File: src/rtl/pcie_result_writer_if.sv
`default_nettype none
// ============================================================================
// Module      : pcie_result_writer_if
// Description : Control, channel-stream and PCIe write-buffer signals of the
//               multi-channel result writer. The master side is the job
//               controller, result producers and buffer; the slave side is
//               the writer.
// Revision    : 1.0 - initial release
// ============================================================================
interface pcie_result_writer_if #(
    parameter int DATA_W = 128,
    parameter int ADDR_W = 14,
    parameter int NUM_CH = 4,
    parameter int CNT_W  = 32
);
    logic                       cpu_pkt_done;
    logic [CNT_W-1:0]           total_num;
    logic                       read_done;
    logic [NUM_CH-1:0]          ch_vld;
    logic [NUM_CH*DATA_W-1:0]   ch_data;
    logic [NUM_CH-1:0]          ch_rdy;
    logic [DATA_W-1:0]          data_write_pcie;
    logic [ADDR_W-1:0]          addr_write_pcie;
    logic                       en_write_pcie;
    logic                       max_data_num_done;
    logic                       data_done;

    modport master (
        output cpu_pkt_done, total_num, read_done, ch_vld, ch_data,
        input  ch_rdy, data_write_pcie, addr_write_pcie, en_write_pcie,
               max_data_num_done, data_done
    );

    modport slave (
        input  cpu_pkt_done, total_num, read_done, ch_vld, ch_data,
        output ch_rdy, data_write_pcie, addr_write_pcie, en_write_pcie,
               max_data_num_done, data_done
    );
endinterface
`default_nettype wire

File: src/rtl/pcie_result_writer.sv
`default_nettype none
// ============================================================================
// Module      : pcie_result_writer
// Description : Drains NUM_CH result streams into the PCIe write buffer using
//               round-robin arbitration, a batch address pointer and host
//               flow control (pause on buffer full until read_done).
// Revision    : 1.0 - initial release
// ============================================================================
module pcie_result_writer #(
    parameter int DATA_W  = 128,
    parameter int ADDR_W  = 14,
    parameter int NUM_CH  = 4,
    parameter int MAX_NUM = 16384,
    parameter int CNT_W   = 32
) (
    input  wire logic           sys_clk,
    input  wire logic           sys_rst_n,
    pcie_result_writer_if.slave bus
);

    localparam int RR_W = (NUM_CH > 1) ? $clog2(NUM_CH) : 1;
    localparam logic [ADDR_W-1:0] c_PTR_LAST = ADDR_W'(MAX_NUM - 1);
    localparam logic [RR_W-1:0]   c_CH_LAST  = RR_W'(NUM_CH - 1);

    typedef enum logic [1:0] {
        S_IDLE      = 2'd0,
        S_RUN       = 2'd1,
        S_FULL_WAIT = 2'd2,
        S_DONE      = 2'd3
    } state_t;

    state_t             r_state;
    state_t             w_next;

    logic [ADDR_W-1:0]  r_wr_ptr;
    logic [CNT_W-1:0]   r_wr_cnt;
    logic [CNT_W-1:0]   r_total;
    logic [RR_W-1:0]    r_rr_ptr;
    logic               r_en;
    logic [DATA_W-1:0]  r_data;
    logic [ADDR_W-1:0]  r_addr;
    logic               r_full;
    logic               r_done;

    logic               w_any;
    logic [RR_W-1:0]    w_grant_idx;
    logic [RR_W:0]      w_idx;
    logic [NUM_CH-1:0]  w_rdy;
    logic [CNT_W-1:0]   w_cnt_inc;
    logic               w_last;
    logic               w_at_end;
    logic               w_start;
    logic [DATA_W-1:0]  w_sel_data;

    assign w_cnt_inc  = r_wr_cnt + CNT_W'(1);
    assign w_last     = (w_cnt_inc == r_total);
    assign w_at_end   = (r_wr_ptr == c_PTR_LAST);
    assign w_start    = ((r_state == S_IDLE) || (r_state == S_DONE)) && bus.cpu_pkt_done;
    assign w_sel_data = bus.ch_data[w_grant_idx*DATA_W +: DATA_W];

    // Round-robin search from r_rr_ptr; grants only while running
    always_comb begin
        w_any       = 1'b0;
        w_grant_idx = '0;
        w_idx       = '0;
        w_rdy       = '0;
        if (r_state == S_RUN) begin
            for (int k = 0; k < NUM_CH; k++) begin
                w_idx = {1'b0, r_rr_ptr} + (RR_W+1)'(k);
                if (w_idx >= (RR_W+1)'(NUM_CH)) begin
                    w_idx = w_idx - (RR_W+1)'(NUM_CH);
                end
                if (!w_any && bus.ch_vld[w_idx[RR_W-1:0]]) begin
                    w_any       = 1'b1;
                    w_grant_idx = w_idx[RR_W-1:0];
                end
            end
        end
        if (w_any) begin
            w_rdy = NUM_CH'(1) << w_grant_idx;
        end
    end

    // FSM state register
    always_ff @(posedge sys_clk or negedge sys_rst_n) begin
        if (!sys_rst_n) begin
            r_state <= S_IDLE;
        end else begin
            r_state <= w_next;
        end
    end

    // FSM next state; an exact buffer fill on the final word ends the job
    always_comb begin
        w_next = r_state;
        case (r_state)
            S_IDLE, S_DONE: begin
                if (bus.cpu_pkt_done) begin
                    w_next = (bus.total_num == '0) ? S_DONE : S_RUN;
                end
            end
            S_RUN: begin
                if (w_any) begin
                    if (w_last) begin
                        w_next = S_DONE;
                    end else if (w_at_end) begin
                        w_next = S_FULL_WAIT;
                    end
                end
            end
            S_FULL_WAIT: begin
                if (bus.read_done) begin
                    w_next = S_RUN;
                end
            end
            default: w_next = S_IDLE;
        endcase
    end

    // Write pipeline, counters, arbiter pointer and status flags
    always_ff @(posedge sys_clk or negedge sys_rst_n) begin
        if (!sys_rst_n) begin
            r_wr_ptr <= '0;
            r_wr_cnt <= '0;
            r_total  <= '0;
            r_rr_ptr <= '0;
            r_en     <= 1'b0;
            r_data   <= '0;
            r_addr   <= '0;
            r_full   <= 1'b0;
            r_done   <= 1'b0;
        end else begin
            r_en <= w_any;
            if (w_any) begin
                r_data   <= w_sel_data;
                r_addr   <= r_wr_ptr;
                r_wr_cnt <= w_cnt_inc;
                r_rr_ptr <= (w_grant_idx == c_CH_LAST) ? '0 : w_grant_idx + RR_W'(1);
                // The pointer parks on the last slot; only read_done rewinds it
                if (!w_at_end) begin
                    r_wr_ptr <= r_wr_ptr + ADDR_W'(1);
                end
                if (w_last) begin
                    r_done <= 1'b1;
                end else if (w_at_end) begin
                    r_full <= 1'b1;
                end
            end
            if (w_start) begin
                r_total  <= bus.total_num;
                r_wr_ptr <= '0;
                r_wr_cnt <= '0;
                r_done   <= (bus.total_num == '0);
            end
            if ((r_state == S_FULL_WAIT) && bus.read_done) begin
                r_full   <= 1'b0;
                r_wr_ptr <= '0;
            end
        end
    end

    assign bus.ch_rdy            = w_rdy;
    assign bus.data_write_pcie   = r_data;
    assign bus.addr_write_pcie   = r_addr;
    assign bus.en_write_pcie     = r_en;
    assign bus.max_data_num_done = r_full;
    assign bus.data_done         = r_done;

endmodule
`default_nettype wire
File: src/flat_wrapper.sv
// flat-port wrapper written by rule: the top's interface ports become plain ports
module pcie_result_writer_flat 
#(
    parameter int DATA_W  = 128,
    parameter int ADDR_W  = 14,
    parameter int NUM_CH  = 4,
    parameter int MAX_NUM = 16384,
    parameter int CNT_W   = 32
)
  (sys_clk, sys_rst_n, bus_cpu_pkt_done, bus_total_num, bus_read_done, bus_ch_vld, bus_ch_data, bus_ch_rdy, bus_data_write_pcie, bus_addr_write_pcie, bus_en_write_pcie, bus_max_data_num_done, bus_data_done);
  pcie_result_writer_if #(.DATA_W(DATA_W), .ADDR_W(ADDR_W), .NUM_CH(NUM_CH), .CNT_W(CNT_W)) bus_i ();
  input  wire logic sys_clk;
  input  wire logic sys_rst_n;
  input wire logic [$bits(bus_i.cpu_pkt_done)-1:0] bus_cpu_pkt_done;
  input wire logic [$bits(bus_i.total_num)-1:0] bus_total_num;
  input wire logic [$bits(bus_i.read_done)-1:0] bus_read_done;
  input wire logic [$bits(bus_i.ch_vld)-1:0] bus_ch_vld;
  input wire logic [$bits(bus_i.ch_data)-1:0] bus_ch_data;
  output wire logic [$bits(bus_i.ch_rdy)-1:0] bus_ch_rdy;
  output wire logic [$bits(bus_i.data_write_pcie)-1:0] bus_data_write_pcie;
  output wire logic [$bits(bus_i.addr_write_pcie)-1:0] bus_addr_write_pcie;
  output wire logic [$bits(bus_i.en_write_pcie)-1:0] bus_en_write_pcie;
  output wire logic [$bits(bus_i.max_data_num_done)-1:0] bus_max_data_num_done;
  output wire logic [$bits(bus_i.data_done)-1:0] bus_data_done;
  assign bus_i.cpu_pkt_done = bus_cpu_pkt_done;
  assign bus_i.total_num = bus_total_num;
  assign bus_i.read_done = bus_read_done;
  assign bus_i.ch_vld = bus_ch_vld;
  assign bus_i.ch_data = bus_ch_data;
  assign bus_ch_rdy = bus_i.ch_rdy;
  assign bus_data_write_pcie = bus_i.data_write_pcie;
  assign bus_addr_write_pcie = bus_i.addr_write_pcie;
  assign bus_en_write_pcie = bus_i.en_write_pcie;
  assign bus_max_data_num_done = bus_i.max_data_num_done;
  assign bus_data_done = bus_i.data_done;
  pcie_result_writer #(.DATA_W(DATA_W), .ADDR_W(ADDR_W), .NUM_CH(NUM_CH), .MAX_NUM(MAX_NUM), .CNT_W(CNT_W)) u_core (.sys_clk(sys_clk), .sys_rst_n(sys_rst_n), .bus(bus_i));
endmodule
File: config.mk
export PLATFORM = sky130hd
export DESIGN_NAME = pcie_result_writer_flat
export DESIGN_NICKNAME = d
export VERILOG_FILES = /design/src/rtl/pcie_result_writer_if.sv /design/src/rtl/pcie_result_writer.sv /design/src/flat_wrapper.sv
export SDC_FILE = /design/constraint.sdc
export NUM_CORES = 1
export LEC_CHECK = 0
export CORE_AREA = 8 8 270 272
export DETAILED_ROUTE_END_ITERATION = 16
export DIE_AREA = 0 0 278 280
export GPL_ROUTABILITY_DRIVEN = 0
export SLEW_MARGIN = 20
export SYNTH_ARGS = -nofsm -noshare
export SYNTH_HDL_FRONTEND = slang
export SYNTH_SLANG_ARGS = --single-unit
File: constraint.sdc
create_clock -name sys_clk -period 3.1 [get_ports sys_clk]
set_clock_uncertainty 0.15 [all_clocks]
set_input_delay 0.62 -clock sys_clk [delete_from_list [all_inputs] [get_ports sys_clk]]
set_output_delay 0.62 -clock sys_clk [all_outputs]
set_load 0.005 [all_outputs]
==> Word level (Yosys, flattened, before mapping) <==
Cells that the tools add are included.
{ "word_totals": {"out_inout_bits": 149, "word_cells": 114, "regBits": 227} }
{ "op_classes": {"order_cmp": 8, "n_mux": 51, "reduce_logical": 21, "n_eq_ne": 12, "addsub": 10, "n_shift": 2} }
{ "op_table": {"columns": ["operator", "count"], "rows": [
  ["$shiftx 512x10->128", 1],
  ["$mux 32", 2],
  ["$mux 14", 4],
  ["$mux 2", 20],
  ["$add 32x1->32 const B", 1],
  ["$eq 32x32->1", 1],
  ["$logic_not 32->1", 1],
  ["$mux 1", 19],
  ["$add 14x1->14 const B", 1],
  ["$eq 14x14->1 const B", 1],
  ["$lt 2x3->1 const B", 4],
  ["$ge 3x3->1 const B", 3],
  ["$bmux 1 s2", 4],
  ["$reduce_bool 2->1", 4],
  ["$sub 2x1->2 const B", 4],
  ["$add 2x2->3 const B", 2],
  ["$eq 2x2->1 const B", 3],
  ["$ne 2x2->1 const B", 3],
  ["$pmux 2 s3", 1],
  ["$logic_and 1x1->1", 5],
  ["$mux 4", 1],
  ["$reduce_and 2->1", 2],
  ["$reduce_and 4->1", 1],
  ["$shl 1x2->4 const A", 1],
  ["other kinds (13)", 15]
]} }

==> Logic depth before layout (Yosys ltp) <==
Gate-level depths: netlist (run 1).
{ "logic_depth": {"ltp_word": 22, "ltp_mapped": 11, "ltp_nobuf": 10} }

==> Least setup slack after synthesis (run 1) <==
Ideal clock, no wire load.
{ "synth_path": {"path_kind": "input-to-output", "from": "in bus_ch_vld[1]", "to": "out bus_ch_rdy[1]", "arrival_time_ns": 2.409, "path_stages": 10, "path_buffers": 3, "required_time_ns": 2.330, "slack_ns": -0.079, "cell_sequence": "nor4bb_1 > o21ai_0 > nand2_1 > a21oi_1 > buf_2 > clkbuf_1 > buf_2 > inv_1 > ha_1 > and2_1"} }
{ "synth_between": {"elab_chain_cells": 18} }
{ "synth_rtl": {"columns": ["element", "line", "rtl"], "rows": [
  ["from (decl)", "flat_wrapper.sv:17", "input wire logic [$bits(bus_i.ch_vld)-1:0] bus_ch_vld;"],
  ["$bmux 1 s2", "pcie_result_writer.sv:73", "if (!w_any && bus.ch_vld[w_idx[RR_W-1:0]]) begin"],
  ["$mux 1 (implied by the code)", "pcie_result_writer.sv:73", null],
  ["$mux 1", "pcie_result_writer.sv:73", null],
  ["$mux 1", "pcie_result_writer.sv:67", "if (r_state == S_RUN) begin"],
  ["$logic_not 1->1", "pcie_result_writer.sv:73", null],
  ["$logic_and 1x1->1", "pcie_result_writer.sv:73", null],
  ["$mux 1", "pcie_result_writer.sv:73", null],
  ["$mux 1", "pcie_result_writer.sv:67", null],
  ["(+2 left out)", null, null],
  ["$mux 1", "pcie_result_writer.sv:73", null],
  ["$mux 1", "pcie_result_writer.sv:67", null],
  ["$logic_not 1->1", "pcie_result_writer.sv:73", null],
  ["$logic_and 1x1->1", "pcie_result_writer.sv:73", null],
  ["$mux 2", "pcie_result_writer.sv:73", null],
  ["$mux 2", "pcie_result_writer.sv:67", null],
  ["$shl 1x2->4", "pcie_result_writer.sv:80", "w_rdy = NUM_CH'(1) << w_grant_idx;"],
  ["$mux 4 *", "pcie_result_writer.sv:79", "if (w_any) begin"],
  ["to (decl)", "flat_wrapper.sv:19", "output wire logic [$bits(bus_i.ch_rdy)-1:0] bus_ch_rdy;"]
]} }
Every way passes the cells marked *; elsewhere a longest branch is shown, timed or not. The select of a mux whose other input is x is not followed.

==> Worst setup path after layout (run 1) <==
{ "layout_path": {"from": "in bus_ch_vld[0]", "to": "out bus_ch_rdy[2]"} }
Same word-level chain as after synthesis.

==> results of run 1 <==
repair_timing:
item / CTS / global route
setup buffers: 11 / 1
endpoints found under the hold margin: 82 / 0
gates resized for setup: 26 / 33
gates cloned: 0 / 1
pin swaps: 4 / 4
hold buffers: 1 / 0
endpoints found under the setup margin: 9 / 13
through the flow:
step | hold slack, ps | TNS (ps) | cells | setup WS [ps] | power, W
2_1_floorplan | 174.4 | 0 | 1681 | 67.31 | 0.009409
3_3_place_gp | 310.9 | -38720 | 3225 | -649.2 | 0.01454
3_5_place_dp | 316.0 | -53460 | 3225 | -710.4 | 0.01477
4_1_cts | 327.1 | -115.7 | 3289 | -80.35 | 0.01887
5_1_grt | 344.9 | -220.6 | 3296 | -54.84 | 0.02004
6_report | 320.8 | 0 | 3298 | 33.18 | 0.01871
flip-flops by register name, summed over array words and instances (netlist names), 2 cells and up:
signal	count
u_core.r_state	2
u_core.r_total	32
u_core.bus.data_write_pcie	128
u_core.r_rr_ptr	2
u_core.r_wr_ptr	14
u_core.r_wr_cnt	32
u_core.bus.addr_write_pcie	14
layer usage:
layer	track usage, %	up-vias
met5	0	-
met4	4.131	16
met3	6.585	110
met2	31.89	577
met1	21.56	7445
li1	-	7395
where the power goes:
part | leakage (nW) | switching [W] | internal, W
combinational | 6.11 | 0.00545 | 0.00450
sequential | 2.89 | 0.000804 | 0.00410
clock | 0.512 | 0.00144 | 0.00242
worst min path at each step:
stage,startpoint,to,slack [ps]
CTS,u_core.bus.addr_write_pcie[8],u_core.bus.addr_write_pcie[8],330
floorplan,sys_rst_n,u_core.bus.addr_write_pcie[0],170
detailed placement,u_core.bus.data_write_pcie[31],u_core.bus.data_write_pcie[31],320
global placement,u_core.bus.data_write_pcie[10],u_core.bus.data_write_pcie[10],310
finish,u_core.bus.addr_write_pcie[8],u_core.bus.addr_write_pcie[8],320
global route,u_core.bus.addr_write_pcie[6],u_core.bus.addr_write_pcie[6],340
area by class of cell:
cell class,instances,area share (%)
Multi-Input combinational cell,1294,33.67
Timing Repair Buffer,813,33.39
Sequential cell,227,23.57
Tap cell,891,4.622
Clock buffer,33,3.154
Clock inverter,19,1.292
Inverter,14,0.2386
Antenna cell,7,0.07262
worst max-delay path, delay by kind of cell:
kind            cells  cell delay (ps)
simple gates        2              180
compound gates      3              400
buf+inv             6              950
fa+ha+maj           1              140
kinds of logic after synthesis:
family | synth area share, %
simple gates | 26.89
compound gates | 23.00
flops | 39.80
buf+inv | 4.445
xor+xnor | 4.717
fa+ha+maj | 0.7014
mux | 0.4471
cells in the mapped netlist (all sizes together), types with 2 or more instances:
cell type | number | area [sq um]
nand2 | 307 | 1152
nor2b | 261 | 1633
a211oi | 258 | 1937
dfrtp | 227 | 5680
o31ai | 130 | 980.9
clkbuf | 117 | 439.2
nor2 | 66 | 247.7
xnor2 | 41 | 359.1
xor2 | 35 | 314.1
buf | 29 | 142.6
nand3 | 26 | 135.1
nand4 | 22 | 137.6
nor4 | 19 | 131.4
a21oi | 14 | 70.07
inv | 14 | 52.55
nor3 | 13 | 65.06
o21ai | 11 | 55.05
or3 | 10 | 62.56
and3 | 8 | 50.05
ha | 8 | 100.1
and2 | 6 | 37.54
o211ai | 6 | 45.04
and4 | 5 | 43.79
o22ai | 4 | 25.02
or4 | 4 | 33.78
a31oi | 3 | 18.77
mux2 | 3 | 33.78
mux2i | 3 | 30.03
nand2b | 3 | 18.77
nand3b | 3 | 22.52
a22o | 2 | 17.52
nand4b | 2 | 17.52
nor4b | 2 | 17.52
o21a | 2 | 15.01
o31a | 2 | 17.52
or2 | 2 | 12.51
==> results.json, run 1 <==
{
  "final_common_cell": "clkdlybuf4s50_1",
  "syn_area_per_cell_sq_um": 8.490,
  "r2r_start": "u_core.r_rr_ptr[0]",
  "num-fill-cells": 7020,
  "io_pins": 701,
  "cts-root-buf": "clkbuf_16",
  "synth_warnings": 0,
  "crit_type": "in2out",
  "wl_per_cell_microns": 23.07,
  "place_area_sq_um": 22740,
  "layout_min_cycle_time_ps": 3067,
  "grt_pass1_wl_microns": 108700,
  "vias": 15540,
  "power.static_leakage_nw": 9.509,
  "synth-main-ff-cell": "dfrtp_1",
  "tightestPinTransition_ps": 783.4,
  "outcome": "complete, no violations",
  "design.die.area_sq_um": 77840,
  "clockBufferDepth": 3,
  "cts_tree": "done",
  "layout_common_cells": "clkdlybuf4s50_1, nand2_1, nor2b_1",
  "port_buffers": 700,
  "period_share_pct": 98.93,
  "cts_max_level": 1,
  "start_util_pct": 20.70,
  "coreArea_sq_um": 68940,
  "reg2regPathDepth": 15,
  "synthCells": 1681,
  "synth-edff-count": 0,
  "yosysUniqueCellTypes": 57,
  "fmax_ghz": 0.3261,
  "cp_common_cell": "buf_6",
  "crit_path_top_delay_cell": "clkdlybuf4s15_1",
  "hold_path.class": "reg2reg",
  "numCtsBuffers": 29,
  "wl_met2_microns": 36690,
  "route.met3.wl_microns": 6542,
  "grt_usage_pct": 18.35,
  "clkSinkCount": 227,
  "endpoint_kind": "output port",
  "place_hpwl_microns": 61970,
  "viasPerCell": 4.713,
  "rsz0062_at_grt": "yes",
  "crit_end": "bus_ch_rdy[2]",
  "grt_overflow": 0,
  "cp.required_ps": 2330,
  "hold_violations": 0,
  "seq_area_frac_synth_pct": 39.80,
  "synth_area_sq_um": 14270,
  "grt_max_degree": 147,
  "synthToLayoutAreaGrowth_pct": 69.02,
  "routed_wl_microns": 76100,
  "num-nets-final": 2939,
  "slowest_delay_ps": 320,
  "fin_area_sq_um": 24120,
  "grt_pass1_vias": 16150,
  "p_per_area_nw_per_um2": 775.8,
  "die_h_microns": 280,
  "drive_gt1_share_pct": 8.542,
  "rows": 97,
  "setup_viol": 0,
  "fin_util_pct": 34.99,
  "setup.worst_path.start": "bus_ch_vld[0]",
  "multi_input_comb_area_sq_um": 8120,
  "cp_cell_sequence": "clkdlybuf4s15_1 > inv_1 > a21oi_1 > nor2_1 > o21ai_0 > buf_4 > a21oi_4 > buf_6 > buf_6 > ha_4 > and2_4 > buf_6",
  "slew_headroom_pct": 47.77,
  "ant_nets": 0,
  "rrSetupSlack_ps": 110,
  "worst_r2r_endpoint": "u_core.bus.data_write_pcie[65]",
  "critPathMaxFanout": 5,
  "path_clk_slew_ps": 60,
  "maxCapViolations": 0,
  "antenna_found_initial": 19,
  "regArea_sq_um": 5685,
  "max-vdd-ir-drop_mv": 0.4566,
  "maxUsedRoutingLayer": "met5",
  "cp-start-kind": "input pin",
  "drc": 0,
  "async_flop_share_pct": 100.0,
  "drt_first_iter_violations": 802,
  "drtPass1Iterations": 5,
  "synth_seq_cells": 227,
  "wl_met1_microns": 31050,
  "min_path_cells": 2,
  "critPathArrivalTime_ps": 2300,
  "clk_latency_ps": 560,
  "slew_viol_final": 0,
  "syn_nets": 2241,
  "die_x_microns": 278
}
Note: power is estimated with default switching activity, not from simulation.
==> inputs of run 2 (changes only) <==
--- a/config.mk
+++ b/config.mk
@@ -5,10 +5,12 @@
 export SDC_FILE = /design/constraint.sdc
 export NUM_CORES = 1
 export LEC_CHECK = 0
+export ABC_CLOCK_PERIOD_IN_PS = 3100
 export CORE_AREA = 8 8 270 272
 export DETAILED_ROUTE_END_ITERATION = 16
 export DIE_AREA = 0 0 278 280
 export GPL_ROUTABILITY_DRIVEN = 0
+export MAX_ROUTING_LAYER = met4
 export SLEW_MARGIN = 20
 export SYNTH_ARGS = -nofsm -noshare
 export SYNTH_HDL_FRONTEND = slang
==> constraint.sdc (replaced) <==
create_clock -name sys_clk -period 3.1 [get_ports sys_clk]
set_clock_uncertainty 0.15 [all_clocks]
set_input_delay 0.31 -clock sys_clk [delete_from_list [all_inputs] [get_ports sys_clk]]
set_output_delay 0.31 -clock sys_clk [all_outputs]
set_load 0.005 [all_outputs]
==> run 2 against run 1 <==
- combinational power decreased by 1%
- worst hold slack got worse by 150 ps
- largest power group unchanged
- fmax rose by 3.6%
- sequential power about the same
- sequential share of layout area is essentially flat
- die area did not move
- cell area shrank 0.20%
- critical path type is now reg2out
- utilization shrank 0.069 points
- critical endpoint is now bus_ch_rdy[1]
- power fell by 0.42%
- flip-flop and latch count did not move
- cell count is 0.21% higher
- setup slack improved by 110 ps
==> results.json, run 2 (synthesis results as in run 1) <==
{
  "combPwrFrac_pct": 52.8,
  "slowest_delay_ps": 440,
  "place_area_sq_um": 22840,
  "drive_gt1_share_pct": 7.483,
  "min_path_cells": 3,
  "cts_max_level": 1,
  "die_h_microns": 280,
  "fin_area_sq_um": 24070,
  "seqPwrFrac_pct": 26.4,
  "numCtsBuffers": 29,
  "path_clk_slew_ps": 60,
  "grt_pass1_wl_microns": 109600,
  "p_sw_share_pct": 40.76,
  "maxCapViolations": 0,
  "viasPerCell": 4.682,
  "clockBufferDepth": 3,
  "drt_first_iter_violations": 989,
  "max-vdd-ir-drop_mv": 0.3182,
  "drc": 0,
  "synthToLayoutAreaGrowth_pct": 68.68,
  "cp_cell_sequence": "inv_1 > ha_4 > buf_4 > nand2_1 > a21oi_4 > inv_1 > ha_1 > and2_1 > clkdlybuf4s50_1",
  "rows": 97,
  "wl_per_cell_microns": 22.87,
  "hold_path.class": "in2reg",
  "cp.required_ps": 2640,
  "endpoint_kind": "output port",
  "place_hpwl_microns": 62560,
  "p_per_area_nw_per_um2": 774.0,
  "hp-start": "bus_total_num[5]",
  "setup_tns_ps": 0,
  "r2r_start": "u_core.r_wr_cnt[3]",
  "period_share_pct": 95.49,
  "num-nets-final": 2930,
  "power.static_leakage_nw": 9.494,
  "vias": 15480,
  "reg2regPathDepth": 9,
  "grt_usage_pct": 19.02,
  "slew_headroom_pct": 45.95,
  "port_buffers": 700,
  "tightestPinTransition_ps": 810.8,
  "final_common_cell": "clkdlybuf4s50_1",
  "io_pins": 701,
  "p_switching_w": 0.007594,
  "antenna_found_initial": 32,
  "fmax_ghz": 0.3378,
  "coreArea_sq_um": 68940,
  "hold_end": "u_core.r_total[5]",
  "cp.buffers_inverters": 4,
  "outcome": "complete, no violations",
  "num-fill-cells": 7016,
  "start_util_pct": 20.70,
  "drtPass1Iterations": 5,
  "rrSetupSlack_ps": 190,
  "slew_viol_final": 0,
  "cts-root-buf": "clkbuf_16",
  "layout_common_cells": "clkdlybuf4s50_1, nand2_1, nor2b_1",
  "design.die.area_sq_um": 77840,
  "critPathMaxFanout": 6,
  "cp_common_cell": "inv_1",
  "clk_latency_ps": 560,
  "worst_r2r_endpoint": "u_core.r_state[0]",
  "critPathArrivalTime_ps": 2500,
  "die_x_microns": 278,
  "grt_max_degree": 131,
  "ant_nets": 0,
  "layout_min_cycle_time_ps": 2960,
  "clkSinkCount": 227,
  "cp_top_family": "buffers and inverters",
  "setup_viol": 0,
  "rsz0062_at_grt": "no",
  "crit_type": "reg2out",
  "grt_overflow": 0,
  "grt_pass1_vias": 16320,
  "crit_path_top_delay_cell": "clkdlybuf4s50_1",
  "power_frac_clock_pct": 20.8,
  "setup.worst_path.start": "u_core.r_state[1]",
  "cp-start-kind": "flip-flop",
  "hold_violations": 0,
  "p_int_w": 0.01104,
  "cts_tree": "done",
  "largest_reg_flops": 128,
  "routed_wl_microns": 75600
}
==> run 2: worst max-delay path by stage <==
stage	end	slack [ps]	depth (start not counted)
floorplan	u_core.bus.max_data_num_done	230	9
finish	bus_ch_rdy[1]	140	9
global route	bus_ch_rdy[1]	1	8
detailed placement	u_core.bus.data_write_pcie[127]	-70	12
CTS	bus_ch_rdy[2]	30	9
global placement	u_core.bus.data_write_pcie[30]	-30	10
==> run 2: worst min-delay path, cell delays in order <==
cell and delay, ps:
clkdlybuf4s50_1 430, nand2_1 70, nand2_1 40
==> run 2: cell type report <==
type                            instances  area [sq um]  area share (%)
Antenna cell                           22         55.05          0.2287
Multi-Input combinational cell       1294          8026           33.34
Timing Repair Buffer                  804          8050           33.44
Clock buffer                           34         774.5           3.217
Inverter                               14         57.56          0.2391
Tap cell                              891          1115           4.631
Sequential cell                       227          5684           23.61
Clock inverter                         19         310.3           1.289
==> run 2: power by group through the flow <==
| stage | clock (W) | sequential [W] | combinational [W] |
|---|---|---|---|
| 2_1_floorplan | 0 | 0.00479 | 0.00461 |
| 3_3_place_gp | 0 | 0.00491 | 0.00976 |
| 3_5_place_dp | 0 | 0.00494 | 0.00992 |
| 4_1_cts | 0.00400 | 0.00492 | 0.0100 |
| 5_1_grt | 0.00410 | 0.00506 | 0.0108 |
| 6_report | 0.00388 | 0.00492 | 0.00984 |
==> run 2: repair_timing <==
| action | 4_1_cts | 5_1_grt |
|---|---|---|
| hold endpoints to repair | 89 | 0 |
| setup endpoints to repair | 4 | 8 |
| setup buffers | 3 | 1 |
| gates resized for setup | 3 | 11 |
| pin swaps | 0 | 3 |
| hold buffers | 1 | 0 |
==> run 2: routing by layer <==
metal	global-route usage, %	vias up	part of all wire (%)
met5	-	-	0
met4	5.241	0	3.0
met3	6.227	108	8.8
met2	31.99	606	48
met1	21.67	7353	40
li1	-	7408	-
==> run 2: stage by stage <==
step                      utilization, %  worst slack [ps]  hold WS [ps]  std cells  power [W]
final                              34.92             139.8         173.8       3305    0.01863
after global routing               34.92             1.346         152.2       3304    0.01997
after CTS                          34.78             32.03         132.3       3282    0.01892
after detailed placement           33.13            -66.57         280.2       3225    0.01487
after global placement             33.13            -29.88         273.6       3225    0.01467
after floorplan                        -             230.3        -135.6       1681   0.009406
